===== src/rtl/clock_pkg.sv =====
// Shared types and limits for the binary-time to BCD conversion path.
package clock_pkg;

  typedef logic [3:0] bcd_digit_t;

  localparam int unsigned HR_W        = 5;
  localparam int unsigned MS_W        = 6;
  localparam int unsigned MAX_HR      = 23;
  localparam int unsigned MAX_MS      = 59;
  localparam int unsigned DABBLE_ITER = 6;

  typedef enum logic [1:0] {
    ST_IDLE,
    ST_SHIFT,
    ST_DONE
  } conv_state_e;

  function automatic bcd_digit_t add3_ge5(input bcd_digit_t d);
    return (d >= 4'd5) ? bcd_digit_t'(d + 4'd3) : d;
  endfunction

endpackage


===== src/rtl/bcd_dabble_step.sv =====
// One double-dabble iteration for a two-digit BCD lane fed by a 6-bit binary operand.
module bcd_dabble_step
  import clock_pkg::*;
(
  input  logic [7:0]      bcd_i,
  input  logic [MS_W-1:0] bin_i,
  output logic [7:0]      bcd_o,
  output logic [MS_W-1:0] bin_o
);

  logic [7:0] adj;

  always_comb begin
    adj            = {add3_ge5(bcd_i[7:4]), add3_ge5(bcd_i[3:0])};
    {bcd_o, bin_o} = {adj[6:0], bin_i, 1'b0};
  end

endmodule


===== src/rtl/time_bcd_converter.sv =====
// Captures hh:mm:ss, converts each field to packed BCD over ITER cycles, and
// presents {hh,mm} for the 7-segment driver with optional 12-hour remapping.
module time_bcd_converter
  import clock_pkg::*;
#(
  parameter bit          AUTO_START = 1'b0,
  parameter int unsigned ITER       = DABBLE_ITER
) (
  input  logic            clk,
  input  logic            reset,
  input  logic [HR_W-1:0] hours,
  input  logic [MS_W-1:0] minutes,
  input  logic [MS_W-1:0] seconds,
  input  logic            mode_12h,
  input  logic            start,
  output logic [15:0]     hhmm_bcd,
  output logic [7:0]      sec_bcd,
  output logic            pm,
  output logic            busy,
  output logic            valid,
  output logic            err
);

  localparam int unsigned CNT_W = $clog2(ITER + 1);

  conv_state_e      state_q, state_d;
  logic [CNT_W-1:0] cnt_q, cnt_d;

  logic [7:0]       hr_bcd_q, hr_bcd_d, mn_bcd_q, mn_bcd_d, sc_bcd_q, sc_bcd_d;
  logic [MS_W-1:0]  hr_bin_q, hr_bin_d, mn_bin_q, mn_bin_d, sc_bin_q, sc_bin_d;
  logic [7:0]       hr_bcd_s, mn_bcd_s, sc_bcd_s;
  logic [MS_W-1:0]  hr_bin_s, mn_bin_s, sc_bin_s;

  logic             pm_cap_q, pm_cap_d;
  logic [15:0]      hhmm_q, hhmm_d;
  logic [7:0]       sec_q, sec_d;
  logic             pm_q, pm_d, valid_q, valid_d, err_q, err_d;

  logic [HR_W-1:0]  last_hr_q, last_hr_d;
  logic [MS_W-1:0]  last_mn_q, last_mn_d, last_sc_q, last_sc_d;

  logic [HR_W-1:0]  hr_conv;
  logic             pm_conv;
  logic             changed, in_range, trigger;

  bcd_dabble_step u_step_hr (.bcd_i(hr_bcd_q), .bin_i(hr_bin_q), .bcd_o(hr_bcd_s), .bin_o(hr_bin_s));
  bcd_dabble_step u_step_mn (.bcd_i(mn_bcd_q), .bin_i(mn_bin_q), .bcd_o(mn_bcd_s), .bin_o(mn_bin_s));
  bcd_dabble_step u_step_sc (.bcd_i(sc_bcd_q), .bin_i(sc_bin_q), .bcd_o(sc_bcd_s), .bin_o(sc_bin_s));

  assign changed  = (hours != last_hr_q) || (minutes != last_mn_q) || (seconds != last_sc_q);
  assign in_range = (hours <= HR_W'(MAX_HR)) && (minutes <= MS_W'(MAX_MS)) &&
                    (seconds <= MS_W'(MAX_MS));
  assign trigger  = start || (AUTO_START && changed);

  always_comb begin
    hr_conv = hours;
    pm_conv = 1'b0;
    if (mode_12h) begin
      if (hours == '0) begin
        hr_conv = HR_W'(12);
      end else if (hours >= HR_W'(12)) begin
        pm_conv = 1'b1;
        if (hours > HR_W'(12)) hr_conv = hours - HR_W'(12);
      end
    end
  end

  always_comb begin
    state_d   = state_q;
    cnt_d     = cnt_q;
    hr_bcd_d  = hr_bcd_q;
    mn_bcd_d  = mn_bcd_q;
    sc_bcd_d  = sc_bcd_q;
    hr_bin_d  = hr_bin_q;
    mn_bin_d  = mn_bin_q;
    sc_bin_d  = sc_bin_q;
    pm_cap_d  = pm_cap_q;
    hhmm_d    = hhmm_q;
    sec_d     = sec_q;
    pm_d      = pm_q;
    valid_d   = 1'b0;
    err_d     = 1'b0;
    last_hr_d = last_hr_q;
    last_mn_d = last_mn_q;
    last_sc_d = last_sc_q;

    case (state_q)
      ST_IDLE: begin
        if (trigger) begin
          // Operands are remembered even when rejected so auto-start does not loop on them.
          last_hr_d = hours;
          last_mn_d = minutes;
          last_sc_d = seconds;
          if (!in_range) begin
            err_d = 1'b1;
          end else begin
            hr_bcd_d = '0;
            mn_bcd_d = '0;
            sc_bcd_d = '0;
            hr_bin_d = MS_W'(hr_conv);
            mn_bin_d = minutes;
            sc_bin_d = seconds;
            pm_cap_d = pm_conv;
            cnt_d    = '0;
            state_d  = ST_SHIFT;
          end
        end
      end
      ST_SHIFT: begin
        hr_bcd_d = hr_bcd_s;
        mn_bcd_d = mn_bcd_s;
        sc_bcd_d = sc_bcd_s;
        hr_bin_d = hr_bin_s;
        mn_bin_d = mn_bin_s;
        sc_bin_d = sc_bin_s;
        cnt_d    = cnt_q + CNT_W'(1);
        if (cnt_q == CNT_W'(ITER - 1)) state_d = ST_DONE;
      end
      ST_DONE: begin
        hhmm_d  = {hr_bcd_q, mn_bcd_q};
        sec_d   = sc_bcd_q;
        pm_d    = pm_cap_q;
        valid_d = 1'b1;
        state_d = ST_IDLE;
      end
      default: state_d = ST_IDLE;
    endcase
  end

  always_ff @(posedge clk or negedge reset) begin
    if (!reset) begin
      state_q   <= ST_IDLE;
      cnt_q     <= '0;
      hr_bcd_q  <= '0;
      mn_bcd_q  <= '0;
      sc_bcd_q  <= '0;
      hr_bin_q  <= '0;
      mn_bin_q  <= '0;
      sc_bin_q  <= '0;
      pm_cap_q  <= 1'b0;
      hhmm_q    <= '0;
      sec_q     <= '0;
      pm_q      <= 1'b0;
      valid_q   <= 1'b0;
      err_q     <= 1'b0;
      last_hr_q <= '0;
      last_mn_q <= '0;
      last_sc_q <= '0;
    end else begin
      state_q   <= state_d;
      cnt_q     <= cnt_d;
      hr_bcd_q  <= hr_bcd_d;
      mn_bcd_q  <= mn_bcd_d;
      sc_bcd_q  <= sc_bcd_d;
      hr_bin_q  <= hr_bin_d;
      mn_bin_q  <= mn_bin_d;
      sc_bin_q  <= sc_bin_d;
      pm_cap_q  <= pm_cap_d;
      hhmm_q    <= hhmm_d;
      sec_q     <= sec_d;
      pm_q      <= pm_d;
      valid_q   <= valid_d;
      err_q     <= err_d;
      last_hr_q <= last_hr_d;
      last_mn_q <= last_mn_d;
      last_sc_q <= last_sc_d;
    end
  end

  assign hhmm_bcd = hhmm_q;
  assign sec_bcd  = sec_q;
  assign pm       = pm_q;
  assign busy     = (state_q != ST_IDLE);
  assign valid    = valid_q;
  assign err      = err_q;

endmodule


===== config.mk =====
export PLATFORM = sky130hd
export DESIGN_NAME = time_bcd_converter
export DESIGN_NICKNAME = d
export VERILOG_FILES = /design/src/rtl/clock_pkg.sv /design/src/rtl/bcd_dabble_step.sv /design/src/rtl/time_bcd_converter.sv
export SDC_FILE = /design/constraint.sdc
export NUM_CORES = 1
export LEC_CHECK = 0
export CAP_MARGIN = 25
export CORE_MARGIN = 8
export CORE_UTILIZATION = 25
export DETAILED_ROUTE_END_ITERATION = 12
export DONT_BUFFER_PORTS = 1
export PLACE_DENSITY = 0.37
export SKIP_LAST_GASP = 1
export SLEW_MARGIN = 25
export SYNTH_ARGS = -nofsm -noshare
export SYNTH_HDL_FRONTEND = slang
export SYNTH_HIERARCHICAL = 1
export SYNTH_SLANG_ARGS = --single-unit

===== constraint.sdc =====
create_clock -name clk -period 2.3 [get_ports clk]
set_input_delay 0.345 -clock clk [delete_from_list [all_inputs] [get_ports clk]]
set_output_delay 0.345 -clock clk [all_outputs]
set_load 0.02 [all_outputs]

# Word-level counts from Yosys, hierarchy flattened
# Cells that the tools add are included.
# totals
ff_bits	75
in_bits	21
out_inout_bits	28
wordCells	86
# op_classes
addsub	8
n_lt_le_gt_ge	11
n_eq_ne	6
n_mux	38
reduce_logical	9
# ops
operator	count
one-hot mux 8 bit (2 select lines)	3
two-way mux 6 bit	6
one-hot mux 6 bit (2 select lines)	3
>= comparator 4 x 3 -> 1 bit (second input constant)	6
two-way mux 5 bit	4
two-way mux 8 bit	2
two-way mux 3 bit	5
adder 4 x 2 -> 4 bit (second input constant)	3
less-or-equal comparator 6 bit (second input constant)	2
two-way mux 4 bit	3
adder 3 x 2 -> 3 bit (second input constant)	3
AND reduction 3 bit	3
two-way mux 1 bit	7
two-way mux 2 bit	3
inequality test 2 bit (second input constant)	3
one-hot mux 3 bit (2 select lines)	1
>= comparator 5 x 4 -> 1 bit (second input constant)	1
greater-than comparator 5 x 4 -> 1 bit (second input constant)	1
less-or-equal comparator 5 bit (second input constant)	1
zero test 5 bit	1
subtractor 5 x 4 -> 5 bit (second input constant)	1
one-hot mux 2 bit (2 select lines)	1
nonzero test 2 bit	2
adder 3 x 1 -> 3 bit (second input constant)	1
other kinds (5)	6

# Logic depth before layout (Yosys ltp)
# logic_depth
ltp_word	8
depth_mapped	7
depth_no_buf	7

# Modules after synthesis
# The synthesis kept the hierarchy.
# modules_own_cells
mod	instances	cells_each	area_each_um2
time_bcd_converter	1	317	3249.4
bcd_dabble_step	3	36	239.0

# Worst setup path after synthesis
# OpenSTA, ideal clock, no wires.
# synth_timing
kind	input -> register
start	input hours[3]
end	register hr_bin_q[2]
setup_time_ns	0.126
arrival_time_ns	1.537
required_time_ns	2.174
path_slack_ns	0.637
cell_stages	7
cell_sequence	inv_1 ha_1 a311oi_1 or3_4 buf_6 nor4b_4 nor3_2
# synth_between
elab_chain_cells	8
word_cells_on_any_way	15
# synth_lines
item	line_no	rtl
from (decl)	time_bcd_converter.sv:11	input logic [HR_W-1:0] hours,
greater-than comparator 5 x 4 -> 1 bit	time_bcd_converter.sv:63	if (hours > HR_W'(12)) hr_conv = hours - HR_W'(12);
two-way mux 5 bit	time_bcd_converter.sv:63	
two-way mux 5 bit	time_bcd_converter.sv:61	end else if (hours >= HR_W'(12)) begin
two-way mux 5 bit	time_bcd_converter.sv:59	if (hours == '0) begin
two-way mux 5 bit	time_bcd_converter.sv:58	if (mode_12h) begin
two-way mux 6 bit	time_bcd_converter.sv:94	if (!in_range) begin
two-way mux 6 bit	time_bcd_converter.sv:89	if (trigger) begin
one-hot mux 6 bit (2 select lines)	time_bcd_converter.sv:87	case (state_q)
to (signal assigned)	time_bcd_converter.sv:155	hr_bin_q <= hr_bin_d;
to (decl)	time_bcd_converter.sv:30	logic [MS_W-1:0] hr_bin_q, hr_bin_d, mn_bin_q, mn_bin_d, sc_bin_q, sc_bin_d;
# Parallel ways exist; a longest one is shown, timed or not. The select of a mux whose other input is x is not followed.
# A chain may end at the register's enable or synchronous reset.

# Worst setup path in the final report
# layout_timing
start	register state_q[1]
end	register hr_bin_q[2]
# layout_between
elab_chain_cells	3
word_cells_on_any_way	7
# layout_lines
item	line_no	rtl
from (decl)	time_bcd_converter.sv:26	conv_state_e state_q, state_d;
from (signal assigned)	time_bcd_converter.sv:150	state_q <= state_d;
== test 2 x 1 -> 1 bit or zero test 2 bit (tied branches)	time_bcd_converter.sv:87	
nonzero test 2 bit (no line) or inequality test 2 bit (tied branches)	--	
AND reduction 3 bit (no line)	--	
# Parallel ways exist; a longest one is shown, timed or not.

==> results.md <==
* Syn nets at 463
* Dominant cell type by area after synthesis: dfrtp_1
* Max Clk Rate at 0.5788 GHz
* Die footprint at 20150 um2
* Synth top area share at 47.32%
* Minimum clock period at 1.728 ns
* Number of synthesized register bits at 75
* Antenna violations before repair at 0
* CP max FO at 21
* Initial core utilization at 25.24%
* Endpoints failing setup at 0
* Slew @ Worst Pin at 0.5218 ns
* Max H-tree Level at 3
* Die W at 142.0 um
* Setup_tns at 0 ns
* Row cnt at 46
* Netlist Area Pre-Place at 3966 um2
* WL per Instance at 14.12 um
* Met3 usage at 4.361%
* Final Max Slew Viols at 0
* Placed cells at 609
* Via count at 2695
* DRC errors left at 0
* DP HPWL at 5.840 mm
* GRT Max-Usage Layer: met2
* Ys async rst share at 100.0%
* First-pass GRT wire length at 14.86 mm
* CTS tree: built
* Rel. slew slack at 65.14%
* Die height at 142.0 um
* Final number of hold-violating endpoints at 0
* Tightest Hold Check Type: input port to flop
* Post-synth EDFFs at 0
* Post-CTS setup buffers at 0
* Count leader, synth: nand2_1
* GR Util met1 at 12.08%
* Vias in the first global route at 2786
* Clock root cell: clkbuf_16
* Status: finished, final reports clean
* Peak supply drop at 0.4687 mV
* Port Buf Inserts at 0
* Reg2reg start: state_q[1]$_DFFE_PN0P_
* Crit path from: state_q[1]$_DFFE_PN0P_
* Critical path arrival at 1.95 ns
* Synth cell types at 42
* Hold Crit Start: start
* CP Class: flop to flop
* GR Util met2 at 14.11%
* DR vias/cell at 4.298
* Critical Path RT at 2.52 ns
* IO Pins at 49
* Gpl congestion at 0.7213
* # fillers at 1660
* CP Launch Type: flop
* Clock latency at the later pin of the worst-skew pair at 0.34 ns
* Gr usage total at 9.561%
* Total grt overflow at 0
* Mapped Cells at 425
* ANT cells at 0
* Leakage at 1.979 nW
* Initial DRC count at 159
* Area of the multi-input gates at 1793 um2
* CTS Buf Count at 9
* Final ANT Viol Nets at 0
* Average cell area after synthesis at 9.332 um2
* Largest net degree at the start of global routing at 76
* Area Growth Syn to Fin at 11.99%
* Layout cells sized above 1 at 15.82%
* Core Region at 15710 um2
* Non-filler cells, final at 627
* Warnings from Yosys at 6
* Drt total wl at 8.853 mm
* Final Skew at 0.004957 ns
* Most common flop cell mapped by yosys: dfrtp_1
* PD cells at 1379 nW/um2
* Synth top area cells: dfrtp_1 47%, nand2_1 9.3%, mux2_2 7.1%, ha_1 5.4%, o21ai_0 4.3%
* Sequential share of the synthesized area at 47.32%
* Final Net Count at 444
* Sink Count at 75
* Clk pin slew, worst setup/hold paths at 0.06 ns
* Maximum clock path buffer count at 2
* 1st-pass router iterations at 6
* Synth cell count leaders: 98 x nand2_1, 75 x dfrtp_1, 34 x o21ai_0
* Period utilization at 75.12%
* Unrepaired setup endpoints after global routing: no
* Max_cap viols at 0
* CP Capture Type: flop
* Reg area at 1877 um2
-- where the power goes --
part | internal, mW | switching [mW] | total (mW) | leakage, nW
Sequential | 1.86 | 0.689 | 2.55 | 0.929
Clock | 0.985 | 0.564 | 1.55 | 0.156
Combinational | 0.893 | 1.13 | 2.02 | 0.893
-- cell type report --
type | instances | area share (%)
clock buffer | 11 | 5.465
clock inverter | 5 | 1.915
inverter | 17 | 1.437
multi-input combinational | 293 | 40.37
sequential | 75 | 42.25
tap | 216 | 6.085
timing repair buffer | 10 | 2.479
-- registers in the layout, summed over array words and instances, names as in the netlist --
register,flops
sec_bcd,8
pm,1
state_q,2
valid,1
sc_bin_q,6
hr_bin_q,6
sc_bcd_q,8
mn_bcd_q,8
hr_bcd_q,8
hhmm_bcd,16
cnt_q,3
err,1
mn_bin_q,6
pm_cap_q,1
-- final timing paths --
kind | end | slack [ns] | cells past startpoint
worst min register to register | hr_bcd_q[0]$_DFFE_PN0P_ | 0.48 | 2
min in group asynchronous | hhmm_bcd[4]$_DFFE_PN0P_ | 0.56 | 2
worst max register to register | hr_bin_q[2]$_DFFE_PN0P_ | 0.57 | 5
worst max-delay path | hr_bin_q[2]$_DFFE_PN0P_ | 0.57 | 5
max in group asynchronous | hhmm_bcd[8]$_DFFE_PN0P_ | 1.41 | 2
worst min-delay path | err$_DFF_PN0_ | 0.16 | 1
-- layer usage --
layer	up-vias	part of all wire [%]
met3	10	7.2
li1	1350	-
met5	-	0
met2	59	44
met1	1276	48
met4	0	1.2
-- critical path: stages, from the launching register on --
cell	delay, ns
dfrtp_1	0.43
inv_1	0.19
nand2_1	0.13
or3_4	0.48
nor4b_4	0.30
nor3_2	0.07
-- layout by cell type, fill, tap and decap left out, types with 2 or more instances in the layout --
| cell | Yosys | layout |
|---|---|---|
| nor3b_1 | 2 | 2 |
| mux2i_1 | 6 | 6 |
| inv_1 | 17 | 17 |
| o31ai_1 | 2 | 2 |
| a21oi_2 | 6 | 6 |
| mux2_2 | 25 | 25 |
| xnor2_1 | 7 | 7 |
| conb_1 | 3 | 3 |
| a31oi_1 | 2 | 2 |
| o21ai_0 | 34 | 34 |
| nand3_1 | 2 | 2 |
| o21ai_1 | 3 | 3 |
| buf_4 | 22 | 7 |
| nor2_1 | 25 | 25 |
| ha_1 | 17 | 17 |
| nand4_1 | 2 | 2 |
| nand2_1 | 98 | 98 |
| a21oi_1 | 29 | 29 |
| nand2b_1 | 11 | 11 |
| bufinv_16 | 0 | 2 |
| dfrtp_1 | 75 | 75 |
| clkbuf_16 | 0 | 9 |
-- stage by stage --
step / setup WS [ns] / hold WS, ns / power [mW] / util [%] / cell area (um2)
after floorplan: 0.6370 / 0.04941 / 4.265 / - / 3966
after global placement: 0.4956 / 0.05241 / 4.598 / 25.94 / 4076
after detailed placement: 0.4623 / 0.05236 / 4.624 / 25.94 / 4076
after CTS: 0.5692 / 0.1400 / 6.272 / 28.27 / 4442
after global routing: 0.4635 / 0.1448 / 6.718 / 28.27 / 4442
final: 0.5722 / 0.1558 / 6.123 / 28.27 / 4442
-- logic make-up after synthesis --
family / after synthesis / synth area share [%]
simple gates: 152 / 17.07
compound gates: 83 / 11.99
flops: 75 / 47.32
buf+inv: 57 / 7.823
mux: 31 / 8.612
fa+ha+maj: 17 / 5.363
xor+xnor: 7 / 1.546
other cells: 3 / 0.2839
-- timing repair --
item                                    CTS  global route
hold buffers                              2             0
hold endpoints to repair                 75             0
gates resized for setup                   0             0
endpoints found under the setup margin    0             0
Note: power is estimated with default switching activity, not from simulation.
